--- src/rtl/ifq_pkg.sv ---
`default_nettype none
// ============================================================================
// Module      : ifq_pkg
// Description : Shared widths, constants, queue entry type and PC helper
//               for the instruction-fetch queue slice.
// Revision    : 1.0 - initial release
// ============================================================================
package ifq_pkg;

  localparam int INST_W = 32;
  localparam int PC_W   = 32;

  localparam logic [PC_W-1:0]   PC_STEP = 32'd4;
  localparam logic [INST_W-1:0] NOP     = 32'h0000_0000;

  // One prefetch-queue slot: the fetch address travels with its word.
  typedef struct packed {
    logic [PC_W-1:0]   pc;
    logic [INST_W-1:0] inst;
  } ifq_entry_t;

  // Instruction fetch is word-granular; low address bits are discarded.
  function automatic logic [PC_W-1:0] align_pc(input logic [PC_W-1:0] pc);
    return {pc[PC_W-1:2], 2'b00};
  endfunction

endpackage
`default_nettype wire

--- src/rtl/ifq_fifo.sv ---
`default_nettype none
// ============================================================================
// Module      : ifq_fifo
// Description : Synchronous first-in first-out buffer with flush.
//               Push and pop may occur in the same cycle; flush has priority
//               over both. Pop when empty is ignored; push when full is only
//               taken if a pop frees a slot in the same cycle.
// Revision    : 1.0 - initial release
// Ports       : clk, reset  - clock, synchronous active-high reset
//               push, din    - write request and data
//               pop          - read acknowledge (advances the head)
//               flush        - discard all contents
//               dout         - head entry (undefined value when empty)
//               count        - occupancy, 0..DEPTH
//               full, empty  - occupancy flags
// ============================================================================
module ifq_fifo #(
  parameter int unsigned DEPTH = 4,
  parameter int unsigned W     = 32
) (
  input  logic                       clk,
  input  logic                       reset,
  input  logic                       push,
  input  logic                       pop,
  input  logic                       flush,
  input  logic [W-1:0]               din,
  output logic [W-1:0]               dout,
  output logic [$clog2(DEPTH):0]     count,
  output logic                       full,
  output logic                       empty
);

  localparam int unsigned PW = $clog2(DEPTH);
  localparam int unsigned CW = PW + 1;

  logic [W-1:0]  mem_q [DEPTH];
  logic [W-1:0]  mem_d [DEPTH];
  logic [PW-1:0] wr_ptr_q, wr_ptr_d;
  logic [PW-1:0] rd_ptr_q, rd_ptr_d;
  logic [CW-1:0] count_q, count_d;

  logic do_push;
  logic do_pop;

  assign full  = (count_q == CW'(DEPTH));
  assign empty = (count_q == '0);
  assign count = count_q;
  assign dout  = mem_q[rd_ptr_q];

  assign do_pop  = pop && !empty;
  assign do_push = push && (!full || do_pop);

  always_comb begin
    mem_d    = mem_q;
    wr_ptr_d = wr_ptr_q;
    rd_ptr_d = rd_ptr_q;
    count_d  = count_q;
    if (flush) begin
      wr_ptr_d = '0;
      rd_ptr_d = '0;
      count_d  = '0;
    end else begin
      if (do_push) begin
        mem_d[wr_ptr_q] = din;
        // DEPTH is a power of two, so the pointers wrap naturally.
        wr_ptr_d        = wr_ptr_q + PW'(1);
      end
      if (do_pop) begin
        rd_ptr_d = rd_ptr_q + PW'(1);
      end
      case ({do_push, do_pop})
        2'b10:   count_d = count_q + CW'(1);
        2'b01:   count_d = count_q - CW'(1);
        default: count_d = count_q;
      endcase
    end
  end

  always_ff @(posedge clk) begin
    if (reset) begin
      wr_ptr_q <= '0;
      rd_ptr_q <= '0;
      count_q  <= '0;
    end else begin
      wr_ptr_q <= wr_ptr_d;
      rd_ptr_q <= rd_ptr_d;
      count_q  <= count_d;
    end
  end

  // Storage needs no reset: nothing is read from a slot before it is written.
  always_ff @(posedge clk) begin
    mem_q <= mem_d;
  end

endmodule
`default_nettype wire

--- src/rtl/ifetch_queue.sv ---
`default_nettype none
// ============================================================================
// Module      : ifetch_queue
// Description : Instruction-fetch front end. Owns the fetch PC, issues word
//               reads to a variable-latency instruction memory, buffers the
//               returned words with their PC in an in-order prefetch queue
//               and presents them to the core over valid/ready. A redirect
//               flushes the queue and arranges for every response still in
//               flight to be discarded on arrival.
// Revision    : 1.0 - initial release
// Config      : IFQ_BYPASS_EN - when defined, a non-dropped response that
//               arrives while the queue is empty is presented to the core in
//               the same cycle (and not enqueued if consumed). When undefined
//               every response is enqueued and appears one cycle later.
// Parameters  : DEPTH    - queue entries and cap on outstanding + queued
//                          fetches (power of two, >= 2)
//               RESET_PC - fetch PC after reset
// Ports       : clk, reset          - clock, synchronous active-high reset
//               imem_req_valid/ready/addr - fetch request channel
//               imem_resp_valid/data      - in-order fetch responses
//               redirect_valid/pc         - new fetch stream from the core
//               inst_valid/ready          - handshake toward the core
//               inst_data, inst_pc, inst_pc_plus4 - head instruction
// ============================================================================
module ifetch_queue
  import ifq_pkg::*;
#(
  parameter int unsigned DEPTH    = 4,
  parameter logic [31:0] RESET_PC = 32'h0000_0000
) (
  input  logic        clk,
  input  logic        reset,
  output logic        imem_req_valid,
  input  logic        imem_req_ready,
  output logic [31:0] imem_req_addr,
  input  logic        imem_resp_valid,
  input  logic [31:0] imem_resp_data,
  input  logic        redirect_valid,
  input  logic [31:0] redirect_pc,
  output logic        inst_valid,
  input  logic        inst_ready,
  output logic [31:0] inst_data,
  output logic [31:0] inst_pc,
  output logic [31:0] inst_pc_plus4
);

  localparam int unsigned CW = $clog2(DEPTH) + 1;

  // --------------------------------------------------------------------------
  // State
  // --------------------------------------------------------------------------
  logic [PC_W-1:0] fetch_pc_q,    fetch_pc_d;
  logic [CW-1:0]   outstanding_q, outstanding_d;
  logic [CW-1:0]   drop_q,        drop_d;

  // --------------------------------------------------------------------------
  // Sub-block wiring
  // --------------------------------------------------------------------------
  ifq_entry_t      q_din;
  ifq_entry_t      q_head;
  logic [CW-1:0]   q_count;
  logic            q_full;
  logic            q_empty;
  logic            q_push;
  logic            q_pop;

  logic [PC_W-1:0] a_head;
  logic [CW-1:0]   a_count;
  logic            a_full;
  logic            a_empty;

  logic [CW:0]     credit_used;
  logic            req_fire;
  logic            resp_keep;
  logic            bypass;

  // --------------------------------------------------------------------------
  // Request side
  // --------------------------------------------------------------------------
  // Every accepted request already owns a queue slot, so a response can
  // always be stored. Extra bit keeps the sum from wrapping.
  assign credit_used    = {1'b0, outstanding_q} + {1'b0, q_count};
  assign imem_req_valid = !reset && !redirect_valid
                          && (credit_used < (CW+1)'(DEPTH));
  assign imem_req_addr  = fetch_pc_q;
  assign req_fire       = imem_req_valid && imem_req_ready;

  // --------------------------------------------------------------------------
  // Response side
  // --------------------------------------------------------------------------
  assign resp_keep = imem_resp_valid && (drop_q == '0);

`ifdef IFQ_BYPASS_EN
  // Only an empty queue can hand a fresh response straight to the core;
  // otherwise the queue head owns the output this cycle.
  assign bypass = resp_keep && !redirect_valid && q_empty;
`else
  assign bypass = 1'b0;
`endif

  assign q_din.pc   = a_head;
  assign q_din.inst = imem_resp_data;
  assign q_push     = resp_keep && !(bypass && inst_ready);
  assign q_pop      = !q_empty && inst_ready;

  // --------------------------------------------------------------------------
  // Output to core
  // --------------------------------------------------------------------------
  always_comb begin
    inst_valid    = 1'b0;
    inst_data     = NOP;
    inst_pc       = '0;
    inst_pc_plus4 = '0;
    if (!q_empty) begin
      inst_valid    = 1'b1;
      inst_data     = q_head.inst;
      inst_pc       = q_head.pc;
      inst_pc_plus4 = q_head.pc + PC_STEP;
    end else if (bypass) begin
      inst_valid    = 1'b1;
      inst_data     = imem_resp_data;
      inst_pc       = a_head;
      inst_pc_plus4 = a_head + PC_STEP;
    end
  end

  // --------------------------------------------------------------------------
  // Next-state logic
  // --------------------------------------------------------------------------
  always_comb begin
    fetch_pc_d    = fetch_pc_q;
    outstanding_d = outstanding_q + CW'(req_fire) - CW'(imem_resp_valid);
    drop_d        = drop_q;

    if (redirect_valid) begin
      fetch_pc_d = align_pc(redirect_pc);
      // No request fires during a redirect, so everything still in flight
      // after this cycle's response belongs to the abandoned stream.
      drop_d     = outstanding_q - CW'(imem_resp_valid);
    end else begin
      if (req_fire) begin
        fetch_pc_d = fetch_pc_q + PC_STEP;
      end
      if (imem_resp_valid && (drop_q != '0)) begin
        drop_d = drop_q - CW'(1);
      end
    end
  end

  always_ff @(posedge clk) begin
    if (reset) begin
      fetch_pc_q    <= align_pc(RESET_PC);
      outstanding_q <= '0;
      drop_q        <= '0;
    end else begin
      fetch_pc_q    <= fetch_pc_d;
      outstanding_q <= outstanding_d;
      drop_q        <= drop_d;
    end
  end

  // --------------------------------------------------------------------------
  // Instruction queue: {pc, inst} entries, flushed by redirect.
  // --------------------------------------------------------------------------
  ifq_fifo #(
    .DEPTH (DEPTH),
    .W     ($bits(ifq_entry_t))
  ) u_inst_q (
    .clk   (clk),
    .reset (reset),
    .push  (q_push),
    .pop   (q_pop),
    .flush (redirect_valid),
    .din   (q_din),
    .dout  (q_head),
    .count (q_count),
    .full  (q_full),
    .empty (q_empty)
  );

  // --------------------------------------------------------------------------
  // Pending-address FIFO: one PC per accepted request. Never flushed, so the
  // addresses of stale responses drain in step with the responses.
  // --------------------------------------------------------------------------
  ifq_fifo #(
    .DEPTH (DEPTH),
    .W     (PC_W)
  ) u_addr_q (
    .clk   (clk),
    .reset (reset),
    .push  (req_fire),
    .pop   (imem_resp_valid),
    .flush (1'b0),
    .din   (fetch_pc_q),
    .dout  (a_head),
    .count (a_count),
    .full  (a_full),
    .empty (a_empty)
  );

  // --------------------------------------------------------------------------
  // Protocol and invariant checks
  // --------------------------------------------------------------------------
  a_resp_without_request: assert property (@(posedge clk) disable iff (reset)
    imem_resp_valid |-> (outstanding_q != '0) && !a_empty);

  a_queue_full_on_push: assert property (@(posedge clk) disable iff (reset)
    (q_push && !redirect_valid) |-> !q_full);

  a_addr_overflow: assert property (@(posedge clk) disable iff (reset)
    req_fire |-> !a_full);

  a_addr_tracks_outstanding: assert property (@(posedge clk) disable iff (reset)
    a_count == outstanding_q);

endmodule
`default_nettype wire

--- config.mk ---
export PLATFORM = sky130hd
export DESIGN_NAME = ifetch_queue
export DESIGN_NICKNAME = d
export VERILOG_FILES = /design/src/rtl/ifq_pkg.sv /design/src/rtl/ifq_fifo.sv /design/src/rtl/ifetch_queue.sv
export SDC_FILE = /design/constraint.sdc
export NUM_CORES = 1
export LEC_CHECK = 0
export BUFFER_PORTS_ARGS = -buffer_cell sky130_fd_sc_hd__buf_2
export CORE_MARGIN = 2
export CORE_UTILIZATION = 25
export CTS_BUF_LIST = sky130_fd_sc_hd__clkbuf_8
export DETAILED_ROUTE_END_ITERATION = 10
export SYNTH_ARGS = -nofsm -noshare
export SYNTH_HDL_FRONTEND = slang
export SYNTH_SLANG_ARGS = --single-unit
--- constraint.sdc ---
create_clock -name clk -period 4.05 [get_ports clk]
set_input_delay 0.405 -clock clk [delete_from_list [all_inputs] [get_ports clk]]
set_output_delay 0.405 -clock clk [all_outputs]
set_load 0.005 [all_outputs]
==> results of run 1 <==
==> layer usage <==
metal / global-route usage / vias up / routed length (um)
met2: 0.1857 / 397 / 19630
met3: 0.03125 / 63 / 2954
met4: 0.04099 / 2 / 1032
li1: - / 4718 / -
met5: 0 / - / 7
met1: 0.1640 / 5265 / 19780
==> worst min-delay path, stage by stage <==
cell,delay [ns]
buf_2,0.07
nand2_1,0.05
a31oi_1,0.11
==> sequential cells by signal, summed over array words and instances, names as in the netlist <==
name               flops
u_addr_q.wr_ptr_q      2
imem_req_addr         30
u_inst_q.mem_q       248
u_inst_q.wr_ptr_q      2
u_addr_q.rd_ptr_q      2
u_inst_q.count         3
outstanding_q          3
drop_q                 3
u_addr_q.mem_q       120
u_addr_q.count         3
u_inst_q.rd_ptr_q      2
==> cells in the final DEF (no fill, tap or decap), types with 5 or more instances in the layout <==
master and instances:
dlygate4sd3_1 42, buf_2 191, mux4_1 9, xnor2_1 20
clkinv_1 24, clkbuf_8 80, edfxtp_1 368, buf_4 29
xor2_1 11, and2_1 63, o21ai_0 19, mux2_2 10
and4_1 7, nor4_1 14, conb_1 6, a31oi_1 15
ha_1 20, nor3_1 14, mux4_2 83, clkinv_2 5
a211oi_1 7, a21oi_1 36, or3_1 13, nand3_1 19
nand2_1 44, nor2_1 60, and3_1 7, nand4_1 19
dfxtp_1 46, inv_1 53
==> cell families (layout without fill, tap and decap cells) <==
| logic type | count (synthesis) | in the layout | share of synthesized area |
|---|---|---|---|
| DFF | 418 | 418 | 0.6899 |
| and+or+nand+nor | 284 | 284 | 0.08810 |
| muxes | 106 | 106 | 0.1295 |
| AOI/OAI and AO/OA | 98 | 98 | 0.03359 |
| buffers and inverters | 96 | 436 | 0.02536 |
| xor gates and xnor gates | 31 | 31 | 0.01554 |
| adders and majority gates | 23 | 23 | 0.01776 |
| other | 1 | 7 | 0.0002147 |
==> synthesized netlist by cell type (15+ instances only) <==
| cell | n | share of area |
|---|---|---|
| edfxtp_1 | 368 | 0.63 |
| mux4_2 | 83 | 0.11 |
| and2_1 | 63 | 0.023 |
| nor2_1 | 60 | 0.013 |
| dfxtp_1 | 50 | 0.057 |
| nand2_1 | 44 | 0.0095 |
| a21oi_1 | 36 | 0.010 |
| clkbuf_1 | 31 | 0.0067 |
| inv_1 | 31 | 0.0067 |
| ha_1 | 20 | 0.014 |
| xnor2_1 | 20 | 0.010 |
| nand3_1 | 19 | 0.0054 |
| nand4_1 | 19 | 0.0068 |
| o21ai_0 | 19 | 0.0054 |
| a31oi_1 | 15 | 0.0054 |
| nor3_1 | 15 | 0.0043 |
==> stage by stage <==
stage | power [uW] | instance area [um^2]
detailed placement | 6289 | 19580
floorplan | 5823 | 17490
finish | 9843 | 21440
global placement | 6240 | 19580
CTS | 10000 | 21390
global route | 10310 | 21430
==> report_power, final <==
part           switching, uW  total (uW)  internal [uW]
clock                   1730        3630           1890
sequential               159        5090           4930
combinational            621        1130            509
total                   2510        9840           7330
==> what timing repair did <==
action                                 in CTS  in global routing
gates resized for setup                     1                  3
endpoints found under the hold margin     138                  0
setup endpoints to repair                   7                 14
buffers inserted                            0                  5
hold buffers                               42                  0
==> worst paths after layout <==
check / startpoint / endpoint / slack (ns)
setup reg to reg: u_inst_q.count[1]$_SDFFE_PP0P_ / u_addr_q.count[2]$_SDFFE_PP0P_ / 0.73
setup / recovery: u_inst_q.rd_ptr_q[0]$_SDFFE_PP0P_ / inst_pc_plus4[18] / 0.19
hold reg to reg: u_inst_q.wr_ptr_q[1]$_SDFFE_PP0P_ / u_inst_q.wr_ptr_q[1]$_SDFFE_PP0P_ / 0.52
hold / removal: redirect_pc[18] / imem_req_addr[18]$_SDFFE_PP0P_ / 0.06
==> layout make-up <==
class / count / area (um^2) / share of cell area
multi-input cells: 548 / 5017 / 0.2341
diodes: 1 / 2.502 / 0.0001167
well taps: 931 / 1165 / 0.05434
flip-flops and latches: 418 / 12060 / 0.5627
inverters: 31 / 116.4 / 0.005428
clock buffers: 80 / 1101 / 0.05136
repair buffers: 267 / 1697 / 0.07915
clock inverters: 58 / 276.5 / 0.01290
==> results by stage, run 1 <==
Run status:
- The run finished with clean final reports.

Die:
- The height of the chip is approximately 270 um.
- The die is 268.3 um wide.
- The placeable core region is just under 0.07 mm^2.
- The standard-cell row count is 96.
- The boundary pin count is 200.
- For this configuration, the core starts out at a cell density of 0.2538.
- The die area is slightly above 0.07 mm^2.

Logic synthesis:
- For this run, asynchronously set or reset flops after synthesis account for 0.
- In the synthesized netlist the dominant register cell turns out to be edfxtp_1.
- Each instance of the synthesized netlist takes up on average between 15 and 20 um^2.
- Counting flops and latches in the post-synthesis netlist gives approximately 420.
- The Yosys step of the flow raised 0 warnings.
- Counting flops with a built-in enable in the synthesized netlist gives roughly 370.
- Synthesis produced ~1100 cells.
- The sequential-to-total area share from yosys stat is 0.6899.
- In this run the cell area of the synthesized design comes to between 0.015 and 0.02 mm^2.
- After synthesis, the netlist uses 56 different library cells.

Setup path:
- In this design, the stage delay of the slowest critical-path cell is approximately 0.58 ns.
- The logic depth of the worst register-to-register path is 12.
- At the worst endpoint, the arrival time is roughly 3.5 ns.
- The highest fanout seen on the critical path is 14.
- The critical path is of the flop to output port type.
- The total number of cells along the worst setup path is 7.
- The cell at the slowest stage of the critical path is or4_1.
- The required time reported for the critical path endpoint is between 3 and 4 ns.
- The startpoint kind of the worst setup timing path is a flop.
- The type of destination of the critical path is an output port.
- In this design, the largest share of critical-path delay is due to simple AND/OR/NAND/NOR gates.
- Traced cell by cell, the critical path runs through mux4_2 -> ha_1 -> nand3_4 -> or3_1 -> or4_1 -> a21oi_1 -> buf_2.
- Counting both buffers and inverters, the worst setup path holds a total of 1.

Global route:
- Across every metal layer, demand over resource in global routing totals 0.1202.
- The via count of the first global-routing pass is approximately 11000.
- The first global-routing pass estimated about 65 mm of wire.
- The largest net degree at the start of global routing is 57.
- The sum of overflow across all layers after global routing is 0.
- The number of antenna violations at the first check in global routing is 3.

Finish:
- The layout has roughly 7000 filler cells.
- The area growth from synthesis to layout is 22.72%.
- Of the cells placed in the final design, the portion with a size suffix greater than 1 is 0.3053.
- The final layout contains ~1400 nets.
- The count of cells in the finished layout, fillers not included, comes to 2334.
- The final cell utilization of the core is 0.3115.

CTS:
- TritonCTS built the clock tree.
- The cell sitting at the root of the clock tree is a clkbuf_8.
- After clock tree synthesis, the clock-pin slew on the worst setup and hold paths is about 0.05 ns.
- The H-tree was split into 3 levels.
- The later pin in the worst-skew pair is clocked with a latency of about 0.63 ns.
- The worst-case clock buffer depth is 3.
- The number of clock buffers inserted by TritonCTS is 75.
- The clock drives about 420 sinks.

Pwr:
- For this design the static power due to leakage is between 0.007 and 0.008 uW.
- Dividing total power by cell area gives a power density of approximately 460 mW/mm^2.
- VDD sags by at most between 0.2 and 0.25 mV.

STA:
- The setup slack after layout is ~0.19 ns.
- The final cycle utilization of the critical path is 0.9543.
- The number of failing hold endpoints at the final stage is 0.
- The worst-case headroom to the max-slew limit is 0.4042.
- The shortest period the worst path allows is between 3 and 4 ns.
- The actual transition at the worst max-transition pin is between 0.8 and 0.9 ns.
- For the final routed database, the setup TNS stands at 0 ns.
- The maximum clock frequency is approximately 0.26 GHz.
- The final number of max-transition violations came to 0.
- The number of setup violations in the final report is 0.
- On the final layout, the worst clock skew is 0.02938 ns.
- Final hold analysis gives a worst-case slack of 0.06132 ns.
- Setup repair after global routing left no endpoint under its margin.

Detailed routing:
- In the routed layout, each cell is associated on average with a via count of between 4 and 5.
- The post-detailed-route count of antenna-violating nets is 0.
- In the final routed layout, each cell accounts on average for roughly 19 um.
- After detailed routing, the number of remaining DRC violations is 0.
- The number of search-and-repair iterations in the first detailed-routing pass is 5.
- The detailed router placed 10445 vias in this run.
- After the first detailed-routing iteration, the DRC count stood at around 740.
- Wires add up to about 43 mm.

Min path:
- The min-delay analysis places its worst path in the category input port to flop.
- The number of instances on the worst hold path is 3.

Place:
- The number of cells after detailed placement is 2148.
- The placed wire-length estimate after detailed placement is 28.15 mm.
- Prior to clock tree synthesis, the placed netlist has a worst setup slack of ~0.63 ns.
- Routability-driven placement finished with a final weighted congestion of 0.7656.
- The number of port buffers is between 150 and 200.

Run:
- The max-cap violation count is 0.
Power figures use the tool's default switching activity.
==> run 2: changes to the inputs <==
ABC_AREA = 1   (was unset)
==> run 2 against run 1 <==
Effect of this change: clock power is 4% lower; critical path depth up 6; hold slack improved by 0.0067 ns; global-route usage up 0.83 points; synthesized cell count rose by 84%; wire length rose by 17%; sequential power down 2%; worst setup slack better by 0.17 ns; clock skew decreased by 0.0045 ns; highest routed layer is now met4.
==> results by stage, run 2 <==
Detailed routing:
- The violation count after the first detailed-routing iteration is 920 (+25%).
- The routed length per instance is 15.82 um (-15%).
- The number of search-and-repair iterations in the first detailed-routing pass was 5 (unchanged).
- The detailed-route via count is 14159 (+36%).
- The DRC violation count after routing is 0 (unchanged).
- The final routed wirelength across all metal layers is 50.88 mm (+17%).
- The post-detailed-route count of antenna-violating nets came to 0 (unchanged).
- The number of vias per cell after detailed routing is 4.401 (-1.7%).

Setup path:
- The startpoint kind of the worst setup timing path is a flop.
- Following the worst setup path forward leads to its endpoint at inst_pc_plus4[21].
- In this run the worst setup path begins at u_inst_q.rd_ptr_q[0]$_SDFFE_PP0P_.
- The highest fanout seen on the critical path is 50 (+36).
- The type of destination of the critical path is an output port.
- The critical path is of the flop to output port type.
- The logic depth of the worst register-to-register path is 14 (+2).
- The delay of the slowest cell on the worst path came to 0.39 ns (-0.19 ns).
- The origin of the critical flop-to-flop path is u_inst_q.count[1]$_SDFFE_PP0P_.
- The critical register-to-register path endpoint is u_addr_q.count[2]$_SDFFE_PP0P_.
- Among all stages on the critical path, the largest delay is contributed by inv_4.
- The data arrival time of the critical path is 3.29 ns (-0.17 ns).
- The cell occurring most often along the worst timing path is nand2_1.
- The flop-to-flop setup slack was 1.48 ns (+0.75 ns).
- Walking the worst path, the cells encountered are inv_4 -> buf_12 -> nand2_1 -> nand3_1 -> nand2_2 -> nor2_1 -> nand2_1 -> nor2_1 -> nand3_1 -> nand2_1 -> nand2_1 -> nor2_1 -> buf_2.
- The required time reported for the critical path endpoint is 3.64 ns (about the same).

Global route:
- The global-route usage over all layers is 0.1286 (+0.008341).
- The largest net degree at the start of global routing is 67 (+18%).
- The wire length of the first global-routing pass is 76.54 mm (+18%).
- The sum of overflow across all layers after global routing was 0 (unchanged).
- The number of antenna violations at the first check in global routing came to 4 (+1).
- The via count of the first global-routing pass was 13161 (+25%).

Die:
- The standard-cell row count was 100 (+4.2%).
- The die area is 0.07783 mm^2 (+8.1%).
- The initial cell density of the core was 0.2531 (-0.0007174).
- The boundary pin count came to 200 (unchanged).
- The die span in x is 279.0 um (+4.0%).
- The height of the chip is 279.0 um (+4.0%).
- The placeable core region is 0.07470 mm^2 (+8.5%).

Logic synthesis:
- The main combinational cell family by area after synthesis is simple AND/OR/NAND/NOR gates.
- The number of instances in the synthesized netlist is 1943 (+84%).
- The post-synthesis adder-cell area fraction came to 0.01641 (-0.001350).
- By area the synthesized netlist is led by edfxtp_1 58%, nand2_1 9.4%, nor2_1 7.1%.
- The number of warnings reported in the yosys synthesis log is 0 (unchanged).
- The xor and xnor fraction of the mapped netlist area is 0.01112 (-0.004424).
- The cell taking the most area after synthesis is edfxtp_1.
- The cell area after technology mapping is 0.01890 mm^2 (+8.2%).
- The share of synthesized cell area in and, or, nand and nor gates is 0.2029 (+0.1148).
- The portion of netlist area occupied by mux cells is 0 (-0.1295).
- The unique cell type count in the Yosys netlist is 38 (-32%).
- The most used standard cell by instance count after synthesis is nand2_1.
- The proportion of synthesized flip-flops having asynchronous set or reset is 0 (unchanged).
- The number of flops mapped to enable cells by yosys is 368 (unchanged).
- The average cell area after synthesis was 9.729 um^2 (-41%).
- The flip-flop and latch count after synthesis is 418 (unchanged).
- The top cell type's share of synthesized area was 0.5846 (-0.04807).
- The complex-gate fraction of the synthesized area is 0.08425 (+0.05066).
- For this run, the leading register cell type out of synthesis is edfxtp_1.
- Sorting the synthesized cells by how often they occur yields 475 x nand2_1, 368 x edfxtp_1, 356 x nor2_1, 171 x o21ai_0, 111 x inv_1.
- The sequential-to-total area share from yosys stat came to 0.6375 (-0.05242).

CTS:
- The quantity of gates resized following cts came to 0 (-1).
- The number of clock buffers inserted by TritonCTS is 72 (-4.0%).
- The post-CTS clock slew at the launch and capture registers of the worst setup and hold paths came to 0.05 ns (about the same).
- The clock insertion delay at the later pin of the skew report was 0.63 ns (about the same).
- The cts-stage hold buffer count is 37 (-12%).
- The number of clock sinks was 418 (unchanged).
- The cell sitting at the root of the clock tree is a clkbuf_8.
- The worst-case clock buffer depth is 3 (unchanged).
- TritonCTS built the clock tree.
- The level count of the clock H-tree was 3 (unchanged).
- The number of buffers inserted to repair setup after CTS was 0 (unchanged).

STA:
- The actual transition at the worst max-transition pin came to 1.007 ns (+0.1133 ns).
- Setup repair after global routing left no endpoint under its margin.
- The maximum clock frequency is 0.2706 GHz (+4.6%).
- The final cycle utilization of the critical path is 0.9124 (-0.04184).
- The shortest period the worst path allows is 3.695 ns (-0.1695 ns).
- The post-route clock skew is 0.02486 ns (-0.004520 ns).
- The worst-case headroom to the max-slew limit is 0.3279 (-0.07630).
- The final number of max-transition violations is 0 (unchanged).
- The number of setup violations in the final report is 0 (unchanged).
- The number of failing hold endpoints at the final stage is 0 (unchanged).
- The final hold slack is 0.06806 ns (+0.006742 ns).

Finish:
- The share of post-route cells with drive strength above 1 is 0.1497 (-0.1555).
- The register with the most flip-flops in the final layout is u_inst_q.mem_q.
- In the layout the commonest cells are 475 x nand2_1, 368 x edfxtp_1, 348 x nor2_1, 191 x buf_2, 171 x o21ai_0.
- The area growth from synthesis to layout is 19.90%.
- Leaving out fill and tap cells, the most frequent cell in the layout is nand2_1.
- The final-stage net count is 2280 (+59%).
- The final cell utilization of the core is 0.3035 (-0.008013).
- The flip-flop count of the largest register after layout is 248 (unchanged).

Place:
- The placed wire-length estimate after detailed placement is 32.86 mm (+17%).
- The number of port buffers was 191 (unchanged).
- The placer's final routability congestion estimate was 0.8815 (+15%).

Pwr:
- The static power due to leakage was 0.008835 uW (+20%).
- The worst voltage drop across the vdd grid is 0.2170 mV (+5.1%).
- The power per unit of standard cell area is 433.1 mW/mm^2 (-5.7%).

Run:
- The max-cap violation count is 0 (unchanged).

Min path:
- The type of the tightest min-delay check is input port to flop.

Run status:
- The run finished with clean final reports.
==> run 2: cell count changes after synthesis, sizes merged, moves of 47 or more <==
cell	previous run	this run
nand2	45	479
mux4	92	0
inv	31	115
and2	63	3
a21oi	36	83
o21ai	19	171
nand3	20	95
nor2	60	364
==> run 2: power breakdown <==
part	total [uW]	switching, uW	internal (uW)
sequential	5000	97.0	4910
clock	3480	1680	1800
combinational	1330	918	417
total	9820	2700	7120
==> run 2: cell type report <==
cell class | count | area, um^2
Multi-Input combinational cell | 1321 | 6012
Antenna cell | 4 | 10.01
Clock buffer | 76 | 1046
Clock inverter | 55 | 250.2
Tap cell | 969 | 1212
Inverter | 116 | 437.9
Sequential cell | 418 | 12060
Timing Repair Buffer | 258 | 1639
Fill cell | 7694 | 52030
==> run 2: worst min path at each step <==
stage / from / end / slack [ns] / cells past startpoint
after CTS: redirect_pc[18] / imem_req_addr[18]$_SDFFE_PP0P_ / 0.005 / 3
after global routing: redirect_pc[18] / imem_req_addr[18]$_SDFFE_PP0P_ / 0.05 / 3
final: redirect_pc[18] / imem_req_addr[18]$_SDFFE_PP0P_ / 0.07 / 3
after detailed placement: drop_q[2]$_SDFFE_PP0P_ / drop_q[2]$_SDFFE_PP0P_ / 0.46 / 2
after floorplan: drop_q[2]$_SDFFE_PP0P_ / drop_q[2]$_SDFFE_PP0P_ / 0.45 / 2
after global placement: drop_q[2]$_SDFFE_PP0P_ / drop_q[2]$_SDFFE_PP0P_ / 0.46 / 2
==> run 2: cell families (layout without fill, tap and decap cells) <==
kind of cell	count (synthesis)	in the layout
and+or+nand+nor	965	965
DFF	418	418
AOI/OAI and AO/OA	303	303
buffers and inverters	209	505
xor gates and xnor gates	24	24
adders and majority gates	23	23
other	1	10
==> run 2: worst max-delay path, delay by kind of cell (launching register included) <==
kind,cells,cell delay [ns]
DFF,1,0.35
buffers and inverters,3,0.85
and+or+nand+nor,10,1.44
==> run 2: routing by layer <==
metal	part of all wire	global-route usage	vias to the layer above
li1	-	-	7059
met1	0.47	0.1808	6615
met2	0.44	0.1976	409
met3	0.067	0.02703	76
met4	0.022	0.04039	0
met5	0	0	-
==> run 2: metrics by stage <==
stage	instances	area [um^2]	worst slack [ns]	power [uW]	TNS [ns]
final	3217	22670	0.3547	9818	0
after global routing	3215	22660	0.003097	10310	0
after CTS	3213	22660	0.2130	9949	0
after detailed placement	3045	20990	0.9182	6411	0
after global placement	3045	20990	0.9472	6393	0
after floorplan	1948	18920	-0.1670	5840	-41.41
==> run 3: changes to the inputs <==
HOLD_SLACK_MARGIN = 0.12   (was unset)
SYNTH_HIERARCHICAL = 1   (was unset)
==> run 3 against run 2 <==
Effect of this change: fmax is 3.1% lower; via count is 1.1% lower; sequential power is 1% higher; non-clock buffer count is 34 higher; cell area is 4.1% higher; critical path type unchanged; first-iteration DRC count is 9.6% higher; wire length is 2.3% lower; register-to-register slack worse by 0.20 ns; hold slack better by 0.17 ns; synthesized cell count is 5.5% lower; die area is 2.1% higher; critical endpoint is now inst_pc_plus4[22]; critical path depth is 2 lower.
==> results by stage, run 3 <==
Run status:
- The run finished with clean final reports.

Die:
- The placeable core region is 0.07620 mm^2 (+2.0%).
- The standard-cell row count is 101 (+1.0%).
- The boundary pin count was 200 (unchanged).
- The height of the chip is 281.8 um (+1.0%).
- The die span in x came to 281.8 um (+1.0%).
- The initial cell density of the core is 0.2533 (about the same).
- The die area is 0.07944 mm^2 (+2.1%).

Detailed routing:
- The detailed-route via count is 13997 (-1.1%).
- The routed length per instance is 15.47 um (-2.2%).
- The final routed wirelength across all metal layers came to 49.72 mm (-2.3%).
- The number of search-and-repair iterations in the first detailed-routing pass is 7 (+2).
- The violation count after the first detailed-routing iteration is 1008 (+9.6%).
- The DRC violation count after routing was 0 (unchanged).
- The number of vias per cell after detailed routing came to 4.355 (-1.1%).
- The post-detailed-route count of antenna-violating nets is 0 (unchanged).

Finish:
- The area growth from synthesis to layout is 22.29%.
- The final instance count without filler cells was 3214 (-0.093%).
- The share of post-route cells with drive strength above 1 was 0.1819 (+0.03213).
- The top cell types in the final layout, fill and taps aside, are 384 x edfxtp_1, 360 x nor2_1, 218 x nand2_1, 196 x inv_1, 195 x buf_2.
- The largest register by flop count is u_inst_q/mem_q.
- The most frequent standard cell in the layout excluding fill and tap cells is edfxtp_1.
- The flip-flop count of the largest register after layout is 256 (+3.2%).
- The final-stage net count is 2220 (-2.6%).

Global route:
- The largest net degree at the start of global routing is 68 (+1.5%).
- The number of antenna violations at the first check in global routing is 1 (-3).
- The sum of overflow across all layers after global routing came to 0 (unchanged).
- The global-route usage over all layers is 0.1224 (-0.006220).
- The via count of the first global-routing pass was 13086 (-0.57%).
- The wire length of the first global-routing pass is 74.86 mm (-2.2%).

Setup path:
- The flop-to-flop setup slack came to 1.28 ns (-0.20 ns).
- The worst register-to-register path ends at u_inst_q/mem_q[18]$_DFFE_PP_.
- The origin of the critical flop-to-flop path is u_inst_q/count[1]$_SDFFE_PP0P_.
- The cell at the slowest stage of the critical path is dfxtp_4.
- The required time reported for the critical path endpoint is 3.64 ns (about the same).
- The highest fanout seen on the critical path came to 24 (-52%).
- STA classifies the critical path startpoint as a flop.
- The data arrival time of the critical path was 3.41 ns (+0.12 ns).
- The worst setup path is captured at an output port.
- The logic depth of the worst register-to-register path is 9 (-5).
- The delay of the slowest cell on the worst path is 0.55 ns (+0.16 ns).
- Traced cell by cell, the critical path runs through buf_4 -> o21ai_0 -> o22ai_1 -> inv_1 -> nor3_1 -> nand2_1 -> nor2_1 -> nand2_1 -> xor2_1 -> nor2_1 -> buf_2.
- The critical path is of the flop to output port type.

Logic synthesis:
- The cell area after technology mapping is 0.01930 mm^2 (+2.1%).
- The number of warnings reported in the yosys synthesis log is 6 (+6).
- The number of instances in the synthesized netlist is 1836 (-5.5%).
- The average cell area after synthesis is 10.51 um^2 (+8.0%).

Min path:
- The type of the tightest min-delay check is input port to flop.
- The number of instances on the worst hold path came to 5 (+2).
- The path with the worst hold slack has its endpoint at u_inst_q/rd_ptr_q[1]$_SDFFE_PP0P_.
- In this run the most critical hold path is launched from inst_ready.

STA:
- The actual transition at the worst max-transition pin is 1.184 ns (+0.1768 ns).
- The final cycle utilization of the critical path was 0.9418 (+0.02940).
- The shortest period the worst path allows came to 3.814 ns (+0.1191 ns).
- The number of failing hold endpoints at the final stage was 0 (unchanged).
- The number of setup violations in the final report is 0 (unchanged).
- The maximum clock frequency is 0.2622 GHz (-3.1%).
- The post-route clock skew is 0.04273 ns (+0.01787 ns).
- The worst-case headroom to the max-slew limit is 0.2096 (-0.1183).
- The final number of max-transition violations is 0 (unchanged).

CTS:
- The clock insertion delay at the later pin of the skew report is 0.65 ns (+0.02 ns).
- The post-CTS clock slew at the launch and capture registers of the worst setup and hold paths is 0.06 ns (about the same).
- The worst-case clock buffer depth was 3 (unchanged).
- The clock tree from TritonCTS is done.
- The cell at the root of the clock tree is clkbuf_8.
- The number of clock sinks is 434 (+3.8%).
- The number of clock buffers inserted by TritonCTS is 74 (+2.8%).
- The level count of the clock H-tree is 3 (unchanged).

Pwr:
- The static power due to leakage is 0.009063 uW (+2.6%).
- The power per unit of standard cell area was 404.6 mW/mm^2 (-6.6%).
- The total power consumption of the routed design was 9548 uW (-2.7%).
- The worst voltage drop across the vdd grid is 0.2237 mV (+3.1%).

Place:
- The placer's final routability congestion estimate was 0.8885 (+0.79%).
- The number of port buffers is 195 (+2.1%).
- The number of cells after detailed placement is 3017 (-0.92%).
- The placed wire-length estimate after detailed placement came to 31.52 mm (-4.1%).

Run:
- The max-cap violation count is 0 (unchanged).
==> run 3: through the flow <==
step | utilization | area [um^2] | setup slack, ns | hold slack [ns] | TNS [ns]
2_1_floorplan | - | 19340 | -0.7168 | 0.4718 | -183.50
3_3_place_gp | 0.2816 | 21460 | 0.7095 | 0.4976 | 0
3_5_place_dp | 0.2816 | 21460 | 0.7162 | 0.5052 | 0
4_1_cts | 0.3085 | 23510 | 0.04318 | 0.2217 | 0
5_1_grt | 0.3097 | 23600 | -0.002507 | 0.2724 | -0.002507
6_report | 0.3097 | 23600 | 0.2356 | 0.2378 | 0
==> run 3: layout make-up <==
class | count | area, um^2
sequential | 434 | 12540
timing repair buffer | 292 | 1969
inverter | 183 | 695.7
clock inverter | 52 | 306.5
multi-input combinational | 1142 | 5697
clock buffer | 80 | 1101
fill | 7800 | 52600
tap | 1030 | 1289
antenna | 1 | 2.502
==> run 3: how the worst max path moves through the flow <==
stage / depth (start not counted) / startpoint / to / slack (ns)
6_report: 11 / u_inst_q/rd_ptr_q[0]$_SDFFE_PP0P_ / inst_pc_plus4[22] / 0.24
5_1_grt: 13 / u_inst_q/rd_ptr_q[1]$_SDFFE_PP0P_ / inst_pc_plus4[30] / -0.003
4_1_cts: 13 / u_inst_q/rd_ptr_q[1]$_SDFFE_PP0P_ / inst_pc_plus4[30] / 0.04
3_5_place_dp: 10 / u_inst_q/rd_ptr_q[1]$_SDFFE_PP0P_ / inst_pc_plus4[15] / 0.72
3_3_place_gp: 10 / u_inst_q/rd_ptr_q[1]$_SDFFE_PP0P_ / inst_pc_plus4[15] / 0.71
2_1_floorplan: 11 / u_inst_q/count[2]$_SDFFE_PP0P_ / u_inst_q/mem_q[0]$_DFFE_PP_ / -0.72
==> run 3: worst max-delay path, delay by kind of cell, from the launching register on <==
family	cells	cell delay (ns)
flops	1	0.55
buf+inv	3	0.64
compound gates	2	0.55
xor+xnor	1	0.16
simple gates	5	0.86
==> run 3: power by group <==
part           internal (uW)  switching (uW)
Clock                   1970            1760
Sequential              4980            94.5
Combinational            284             463
==> run 3: repair_timing <==
item                       CTS  global route
resized for setup            2            13
pin swaps                    0             1
buffers inserted             0             1
hold buffers                63             0
hold endpoints to repair   159             0
setup endpoints to repair    2            15
==> run 3: routing by layer <==
metal / track usage / routed length, um
met5: 0 / 0
met4: 0.03342 / 809
met3: 0.02486 / 3699
met2: 0.1837 / 21300
met1: 0.1779 / 23910
